$ cat src/rtl/sram_ctrl_pkg.sv
// Shared types and constants for the SRAM row access controller.
package sram_ctrl_pkg;

    localparam int ROW_ADDR_W  = 4;
    localparam int PHASE_CNT_W = 4;
    localparam int PREDEC_W    = 2;

    typedef enum logic [2:0] {
        IDLE,
        PRECHARGE,
        DECODE,
        ACTIVE,
        RECOVER
    } state_e;

    typedef logic [PHASE_CNT_W-1:0] phase_cnt_t;

    // One accepted access as latched on the accept edge.
    typedef struct packed {
        logic [ROW_ADDR_W-1:0] addr;
        logic                  we;
        logic                  id;
    } access_t;

    // Phase counter preload: a phase of N cycles counts N-1 down to 0.
    function automatic phase_cnt_t phase_load(input int unsigned cycles);
        return phase_cnt_t'(cycles - 1);
    endfunction

endpackage

$ cat src/rtl/rr_arbiter_2.sv
// Two-port round-robin arbiter; the pointer favours the port that did not win last.
module rr_arbiter_2 (
    input  logic       clk,
    input  logic       rst_n,
    input  logic       enable_i,
    input  logic [1:0] req_i,
    output logic [1:0] grant_o
);

    logic ptr_q;
    logic ptr_d;

    always_comb begin
        grant_o = 2'b00;
        if (enable_i) begin
            if (req_i == 2'b11) begin
                grant_o = ptr_q ? 2'b10 : 2'b01;
            end else begin
                grant_o = req_i;
            end
        end
    end

    // Every grant is an accept, so the pointer moves past the winner.
    always_comb begin
        ptr_d = ptr_q;
        if (grant_o[0]) begin
            ptr_d = 1'b1;
        end else if (grant_o[1]) begin
            ptr_d = 1'b0;
        end
    end

    // NOTE: sequential state uses non-blocking assignments so every register samples pre-edge values.
    always_ff @(posedge clk) begin
        if (!rst_n) begin
            ptr_q <= 1'b0;
        end else begin
            ptr_q <= ptr_d;
        end
    end

endmodule

$ cat src/rtl/sram_row_access_ctrl.sv
// Runs one SRAM row access (precharge, predecode, wordline pulse, recover)
// on behalf of one of two round-robin arbitrated requesters.
module sram_row_access_ctrl
    import sram_ctrl_pkg::*;
#(
    parameter int ADDR_W     = 4,
    parameter int PRE_CYCLES = 1,
    parameter int WL_CYCLES  = 2
) (
    input  logic              clk,
    input  logic              rst_n,
    input  logic              req0_valid,
    input  logic [ADDR_W-1:0] req0_addr,
    input  logic              req0_we,
    output logic              req0_ready,
    input  logic              req1_valid,
    input  logic [ADDR_W-1:0] req1_addr,
    input  logic              req1_we,
    output logic              req1_ready,
    output logic [1:0]        predec_hi,
    output logic [1:0]        predec_lo,
    output logic              predec_en,
    output logic              precharge_n,
    output logic              wl_en,
    output logic              we_out,
    output logic              done,
    output logic              done_id
);

    if (ADDR_W != ROW_ADDR_W) begin : g_bad_addr_w
        $error("sram_row_access_ctrl: ADDR_W must be 4");
    end
    if (PRE_CYCLES < 1 || PRE_CYCLES > 15) begin : g_bad_pre
        $error("sram_row_access_ctrl: PRE_CYCLES out of range 1..15");
    end
    if (WL_CYCLES < 1 || WL_CYCLES > 15) begin : g_bad_wl
        $error("sram_row_access_ctrl: WL_CYCLES out of range 1..15");
    end

    state_e                state_q;
    state_e                state_d;
    phase_cnt_t            cnt_q;
    phase_cnt_t            cnt_d;
    access_t               acc_q;
    access_t               acc_d;
    logic [ROW_ADDR_W-1:0] predec_q;
    logic [1:0]            grant;
    logic                  arb_enable;
    logic                  accept;
    logic                  enter_decode;

    // NOTE: ready is gated by rst_n combinationally so nothing is offered while reset is held.
    assign arb_enable = (state_q == IDLE) && rst_n;

    rr_arbiter_2 u_arb (
        .clk      (clk),
        .rst_n    (rst_n),
        .enable_i (arb_enable),
        .req_i    ({req1_valid, req0_valid}),
        .grant_o  (grant)
    );

    assign req0_ready   = grant[0];
    assign req1_ready   = grant[1];
    assign accept       = |grant;
    assign enter_decode = (state_q == PRECHARGE) && (state_d == DECODE);

    always_comb begin
        if (grant[1]) begin
            acc_d = '{addr: req1_addr, we: req1_we, id: 1'b1};
        end else begin
            acc_d = '{addr: req0_addr, we: req0_we, id: 1'b0};
        end
    end

    always_ff @(posedge clk) begin
        if (!rst_n) begin
            state_q <= IDLE;
            cnt_q   <= '0;
        end else begin
            state_q <= state_d;
            cnt_q   <= cnt_d;
        end
    end

    always_comb begin
        state_d = state_q;
        cnt_d   = cnt_q;
        unique case (state_q)
            IDLE: begin
                if (accept) begin
                    state_d = PRECHARGE;
                    cnt_d   = phase_load(PRE_CYCLES);
                end
            end
            PRECHARGE: begin
                if (cnt_q == '0) begin
                    state_d = DECODE;
                    cnt_d   = phase_load(1);
                end else begin
                    cnt_d = cnt_q - phase_cnt_t'(1);
                end
            end
            DECODE: begin
                state_d = ACTIVE;
                cnt_d   = phase_load(WL_CYCLES);
            end
            ACTIVE: begin
                if (cnt_q == '0) begin
                    state_d = RECOVER;
                    cnt_d   = phase_load(1);
                end else begin
                    cnt_d = cnt_q - phase_cnt_t'(1);
                end
            end
            RECOVER: begin
                state_d = IDLE;
            end
            default: begin
                state_d = IDLE;
            end
        endcase
    end

    // NOTE: the latched access and predecoder address are reset because they drive outputs with defined reset values.
    always_ff @(posedge clk) begin
        if (!rst_n) begin
            acc_q    <= '0;
            predec_q <= '0;
        end else begin
            if (accept) begin
                acc_q <= acc_d;
            end
            // Predecoder inputs move only on DECODE entry, never under an open wordline.
            if (enter_decode) begin
                predec_q <= acc_q.addr;
            end
        end
    end

    // NOTE: every combinational output gets a default first so no latch is inferred.
    always_comb begin
        precharge_n = 1'b1;
        predec_en   = 1'b0;
        wl_en       = 1'b0;
        done        = 1'b0;
        unique case (state_q)
            PRECHARGE: precharge_n = 1'b0;
            DECODE:    predec_en   = 1'b1;
            ACTIVE: begin
                predec_en = 1'b1;
                wl_en     = 1'b1;
            end
            RECOVER: begin
                predec_en = 1'b1;
                done      = 1'b1;
            end
            default: ;
        endcase
    end

    assign predec_hi = predec_q[ROW_ADDR_W-1 -: PREDEC_W];
    assign predec_lo = predec_q[PREDEC_W-1:0];
    assign we_out    = acc_q.we;
    assign done_id   = acc_q.id;

endmodule

$ cat config.mk
export PLATFORM = sky130hd
export DESIGN_NAME = sram_row_access_ctrl
export DESIGN_NICKNAME = d
export VERILOG_FILES = /design/src/rtl/sram_ctrl_pkg.sv /design/src/rtl/rr_arbiter_2.sv /design/src/rtl/sram_row_access_ctrl.sv
export SDC_FILE = /design/constraint.sdc
export NUM_CORES = 1
export LEC_CHECK = 0
export CAP_MARGIN = 0
export CORE_MARGIN = 2
export CORE_UTILIZATION = 35
export CTS_BUF_LIST = sky130_fd_sc_hd__clkbuf_8
export CTS_CLUSTER_SIZE = 30
export DETAILED_ROUTE_END_ITERATION = 10
export HOLD_SLACK_MARGIN = 0.12
export PLACE_DENSITY_LB_ADDON = 0.08
export REMOVE_ABC_BUFFERS = 1
export SETUP_SLACK_MARGIN = 0.4
export SLEW_MARGIN = 10
export SYNTH_ARGS = -nofsm -noshare
export SYNTH_HDL_FRONTEND = slang
export SYNTH_SLANG_ARGS = --single-unit
$ cat constraint.sdc
create_clock -name clk -period 1.7 [get_ports clk]
set_input_delay 0.17 -clock clk [delete_from_list [all_inputs] [get_ports clk]]
set_output_delay 0.17 -clock clk [all_outputs]
set_load 0.02 [all_outputs]
==> results of run 1 <==
how the worst max path moves through the flow:
stage,startpoint,to,cells after the start
detailed placement,rst_n,req1_ready,4
floorplan,state_q[2]$_SDFF_PN0_,req1_ready,2
CTS,state_q[2]$_SDFF_PN0_,req1_ready,3
finish,state_q[2]$_SDFF_PN0_,req1_ready,3
global placement,rst_n,req1_ready,4
global route,state_q[2]$_SDFF_PN0_,req1_ready,3
per-stage QoR:
step	utilization	area [um^2]	total power (uW)	setup TNS [ps]	hold slack, ps
3_3_place_gp	0.510	1230	825	-1500	440
6_report	0.573	1380	1220	0	457
4_1_cts	0.548	1320	1190	0	461
5_1_grt	0.573	1380	1290	0	478
2_1_floorplan	-	828	657	0	312
3_5_place_dp	0.510	1230	827	-1510	445
synthesized netlist by cell type (all sizes together), types with 2 or more instances:
master and number:
nor4 2, dfxtp 18, inv 5, o221a 5, o21ai 2, clkbuf 3, nor2b 2, a21oi 3
a31o 2, o32a 5, nor3 5, mux2i 4, nor2 5, buf 4, nand2 10
power by group through the flow:
stage	clock network (uW)	registers (uW)	logic (uW)
after floorplan	0	512	145
after global placement	0	490	335
after detailed placement	0	491	336
after CTS	360	483	349
after global routing	383	489	414
final	349	484	383
kinds of logic after synthesis:
| kind of cell | count (synthesis) | share of synthesized area |
|---|---|---|
| and+or+nand+nor | 33 | 0.203 |
| AOI/OAI and AO/OA | 27 | 0.265 |
| DFF | 18 | 0.413 |
| buffers and inverters | 12 | 0.0731 |
| muxes | 4 | 0.0458 |
critical path: stages (launching register included):
cell	delay, ps
dfxtp_1	310
or4b_4	570
nor3_2	180
buf_4	160
cell type report:
| cell class | count | area share |
|---|---|---|
| inverters | 5 | 0.0136 |
| repair buffers | 43 | 0.275 |
| flip-flops and latches | 18 | 0.263 |
| multi-input cells | 64 | 0.382 |
| clock buffers | 4 | 0.0399 |
| well taps | 30 | 0.0272 |
placed cells by master (no fill, tap or decap), types with 2 or more instances in the layout:
cell type	synthesis	layout
inv_1	5	5
clkdlybuf4s50_1	0	13
nor3_1	5	3
clkbuf_8	0	4
o32a_1	5	5
dfxtp_1	18	16
buf_4	0	18
buf_6	2	5
dlygate4sd2_1	0	6
o21ai_0	2	2
nor4_4	0	2
o221a_2	5	5
mux2i_1	4	4
nor2_1	4	3
a21oi_1	3	2
nand2_1	10	10
dfxtp_2	0	2
layer usage:
layer,global-route usage,share of wire,vias up
met2,0.262,0.48,19
met4,0.0513,0.0045,0
met5,0,0,-
met1,0.231,0.48,400
li1,-,-,434
met3,0.0583,0.037,2
what timing repair did:
action,CTS,global route
buffers inserted,2,1
pin swaps,4,4
resized for setup,48,13
endpoints found under the setup margin,25,22
sequential cells by signal, indices dropped and copies added (netlist names):
name and cells:
done_id 1, we_out 1, acc_q 4, predec_q 4, u_arb.ptr_q 1, cnt_q 4
state_q 3
==> flow_summary.json, run 1 <==
{
  "outcome": "complete, no violations",
  "final_cells": 164,
  "pwr-share-clk": 0.287,
  "leakage_uw": 0.000580,
  "port_buffers": 25,
  "clk_pin_slew_ps": 70,
  "num_vias": 855,
  "grt_pass1_vias": 768,
  "power_density_mw_per_mm2": 881,
  "fin_skew_ps": 2.34,
  "critPathArrivalTime_ps": 1480,
  "start_util": 0.362,
  "dp_hpwl_um": 1530,
  "clock_path_buffers": 2,
  "multi_input_area_um2": 527,
  "rsz0062_at_grt": "yes",
  "dieWidth_um": 54.0,
  "finalMaxSlewViolations": 0,
  "post_drt_wl_per_cell_um": 13.6,
  "hold_path_end": "predec_q[1]$_SDFFE_PN0P_",
  "r2r_slack_ps": 110,
  "synth-edff-count": 0,
  "cts_made_buffers": 3,
  "n_antenna_cell": 0,
  "first_pass_iters": 4,
  "yosys-top-cells-area": "dfxtp_1 41%, o221a_2 6.4%, o32a_1 5.7%",
  "async_flop_share": 0,
  "die-area_mm2": 0.00291,
  "r2r-start": "state_q[2]$_SDFF_PN0_",
  "final_hold_viol_count": 0,
  "synth_cells": 94,
  "syn_area_per_cell_um2": 9.29,
  "fillers": 237,
  "nNetsFinal": 149,
  "yosysTopAreaCell": "dfxtp_1",
  "synth.distinct_cells": 38,
  "avgViaCountPerCell": 5.21,
  "hold_path_depth": 2,
  "r2r-end": "u_arb.ptr_q$_SDFFE_PN0P_",
  "grt-ovfl-total": 0,
  "dp_slack_ps": -447,
  "gp_congestion": 0.829,
  "drt-total-wl_um": 2230,
  "cp_max_fo": 4,
  "syn_to_final_growth_pct": 58.0,
  "root_buffer": "clkbuf_8",
  "cts_tree": "yes",
  "cp-start-kind": "flip-flop",
  "core_area_mm2": 0.00241,
  "combPwrFrac": 0.315,
  "place_inst": 157,
  "synth_area_um2": 873,
  "p_int_uw": 870,
  "antenna_left": 0,
  "drc": 0,
  "ff2ff_path_depth": 4,
  "fmax_ghz": 0.605,
  "antenna_found_initial": 0,
  "regArea_um2": 363,
  "cts_hold_buf": 0,
  "io-pin-count": 26,
  "cts_sinks": 18,
  "fin_crit_ps": 1650,
  "grt_pass1_wl_um": 3530,
  "grt_max_degree": 22,
  "rows": 18,
  "peakVddDrop_uv": 619,
  "p_sw_frac": 0.284,
  "yosys_warnings": 0,
  "cts_max_level": 1,
  "pwr-share-seq": 0.398,
  "timing.final.ws_setup_ps": 47.1,
  "finalSetupViolations": 0,
  "synth_top_area_frac": 0.413,
  "relSlewSlack": 0.746,
  "period_share": 0.972,
  "groute.usage.overall": 0.173,
  "netSwitchingPower_uw": 346,
  "drt_iter0_drc": 18,
  "drive_gt1_frac": 0.373,
  "ys_seq_area_frac": 0.413,
  "die_h_um": 54.0,
  "hp-start": "predec_q[1]$_SDFFE_PN0P_",
  "cp-end-kind": "primary output",
  "worstPathRequired_ps": 1530,
  "ys_ff_latch": 18,
  "tightestPinTransition_ps": 377,
  "min_path_type": "reg -> reg",
  "cap_viol_max_count": 0,
  "synth_ff_type": "dfxtp_1",
  "critPathKind": "reg -> out",
  "worstSkewPairLatency_ps": 250
}
Note: power is estimated with default switching activity, not from simulation.
==> inputs of run 2 (changes only) <==
CTS_CLUSTER_SIZE = default   (was 30)
clock period = 1.5 ns   (was 1.7 ns; I/O delays follow)
==> run 2 against run 1 <==
  * The flow now finishes with violations (setup timing)
  * Total power increased by 24%
  * Die area unchanged
  * Clock power grew 16%
  * Setup slack lost 180 ps
  * Worst hold slack worse by 19 ps
  * First-iteration DRC count decreased by 17%
  * Clock skew about the same
  * Global-route usage increased by 2.2 points
  * Critical endpoint unchanged
==> flow_summary.json, run 2 (synthesized netlist as in run 1, its figures left out) <==
{
  "outcome": "complete, but fails checks",
  "violations": "setup timing",
  "drt-total-wl_um": 2840,
  "syn_to_final_growth_pct": 92.0,
  "rsz0062_at_grt": "yes",
  "period_share": 1.09,
  "nNetsFinal": 163,
  "worstPathRequired_ps": 1350,
  "tightestPinTransition_ps": 299,
  "path_cells": "or4b_4, nor3_2, buf_4",
  "relSlewSlack": 0.799,
  "groute.usage.overall": 0.195,
  "postPlaceCellArea_mm2": 0.00125,
  "cts_tree": "yes",
  "antenna_found_initial": 0,
  "final_cells": 178,
  "stdcell_area_mm2": 0.00168,
  "n_antenna_cell": 0,
  "reg_top3": "acc_q (4), cnt_q (4), predec_q (4)",
  "final_hold_viol_count": 0,
  "grt_max_degree": 22,
  "dp_hpwl_um": 1580,
  "leakage_uw": 0.000690,
  "cts_max_level": 1,
  "fmax_ghz": 0.613,
  "start_util": 0.362,
  "p_int_uw": 1060,
  "power_density_mw_per_mm2": 901,
  "die_h_um": 54.0,
  "antenna_left": 0,
  "combPwrFrac": 0.368,
  "gp_congestion": 0.848,
  "pwr-share-clk": 0.269,
  "mostFrequentLayoutCells": "20 x buf_4, 14 x buf_6, 11 x dfxtp_1, 10 x nand2_1, 10 x clkdlybuf4s50_1",
  "io-pin-count": 26,
  "cts_hold_buf": 0,
  "cp_max_fo": 4,
  "p_sw_frac": 0.298,
  "r2r-start": "state_q[1]$_SDFF_PN0_",
  "crit_buf_inv": 1,
  "place_inst": 160,
  "fin_skew_ps": 2.78,
  "fin_crit_ps": 1630,
  "drive_gt1_frac": 0.534,
  "port_buffers": 25,
  "hp-start": "rst_n",
  "die-area_mm2": 0.00291,
  "power.total_uw": 1510,
  "critPathArrivalTime_ps": 1480,
  "cpPeakStageDelay_ps": 540,
  "worstSkewPairLatency_ps": 250,
  "crit_start": "state_q[1]$_SDFF_PN0_",
  "core_area_mm2": 0.00241,
  "finalMaxSlewViolations": 0,
  "dieWidth_um": 54.0,
  "first_pass_iters": 4,
  "clock_path_buffers": 2,
  "final_common_cell": "buf_4",
  "cp_top_family": "simple AND/OR/NAND/NOR gates",
  "min_path_type": "in -> reg",
  "grt_pass1_wl_um": 4060,
  "cp-start-kind": "flip-flop",
  "post_drt_wl_per_cell_um": 15.9,
  "drc": 0,
  "clk_pin_slew_ps": 70,
  "timing.final.ws_setup_ps": -130,
  "cts_made_buffers": 3,
  "rows": 18,
  "cp-end-kind": "primary output",
  "grt_pass1_vias": 908,
  "cts_sinks": 18,
  "drt_iter0_drc": 15,
  "peakVddDrop_uv": 562,
  "grt-ovfl-total": 0,
  "cp_slowest_cell": "or4b_4",
  "cap_viol_max_count": 0,
  "pwr-share-seq": 0.364,
  "num_vias": 957,
  "critPathKind": "reg -> out",
  "netSwitchingPower_uw": 450,
  "finalSetupViolations": 8,
  "root_buffer": "clkbuf_8",
  "avgViaCountPerCell": 5.38
}
## run 2: cell types whose count changed in the layout (fill, tap and decap cells not counted), moves of 2 or more
cell / delta
buf_4: +2
buf_6: +9
buf_8: +2
clkdlybuf4s15_1: +5
clkdlybuf4s50_1: -3
dfxtp_1: -5
dfxtp_4: +4
dlygate4sd2_1: -4
dlymetal6s2s_1: +2
inv_1: -2
inv_4: +2
## run 2: power by group through the flow
stage	clock [uW]	combinational, uW	sequential (uW)
floorplan	0	164	581
global placement	0	386	555
detailed placement	0	389	557
CTS	411	492	549
global route	431	590	554
finish	406	556	550
## run 2: path summary, 6_finish.rpt
kind | end | slack, ps | cells after the start
worst max-delay path | req1_ready | -130 | 3
worst min-delay path | predec_q[2]$_SDFFE_PN0P_ | 440 | 4
worst max register to register | u_arb.ptr_q$_SDFFE_PN0P_ | -80 | 4
worst min register to register | predec_q[2]$_SDFFE_PN0P_ | 460 | 2
## run 2: layout make-up
class | count | area, um^2
repair buffers | 57 | 576
clock buffers | 4 | 55.1
well taps | 30 | 37.5
inverters | 5 | 23.8
flip-flops and latches | 18 | 379
multi-input cells | 64 | 606
fillers | 176 | 733
## run 2: per-stage QoR
| step | setup TNS (ps) | util | hold WS, ps | setup WS [ps] |
|---|---|---|---|---|
| 2_1_floorplan | -200 | - | 292 | -122 |
| 3_3_place_gp | -3380 | 0.519 | 441 | -599 |
| 3_5_place_dp | -3540 | 0.519 | 454 | -594 |
| 4_1_cts | -536 | 0.639 | 464 | -126 |
| 5_1_grt | -923 | 0.696 | 454 | -171 |
| 6_report | -542 | 0.696 | 438 | -130 |
## run 2: timing repair
action	4_1_cts	5_1_grt
setup buffers	10	3
gates resized for setup	87	26
gates cloned	0	1
endpoints found under the setup margin	30	29
pin swaps	10	11
## run 2: worst register-to-register path, cell delays in order, from the launching register on
cell and delay, ps:
dfxtp_2 330, or4b_4 540, buf_4 160, or2_4 230, a31o_1 210
## run 2: layer usage
| metal | vias to the layer above | share of wire | GRT usage |
|---|---|---|---|
| li1 | 464 | - | - |
| met1 | 463 | 0.41 | 0.258 |
| met2 | 24 | 0.53 | 0.319 |
| met3 | 6 | 0.042 | 0.0306 |
| met4 | 0 | 0.016 | 0.0684 |
| met5 | - | 0 | 0 |
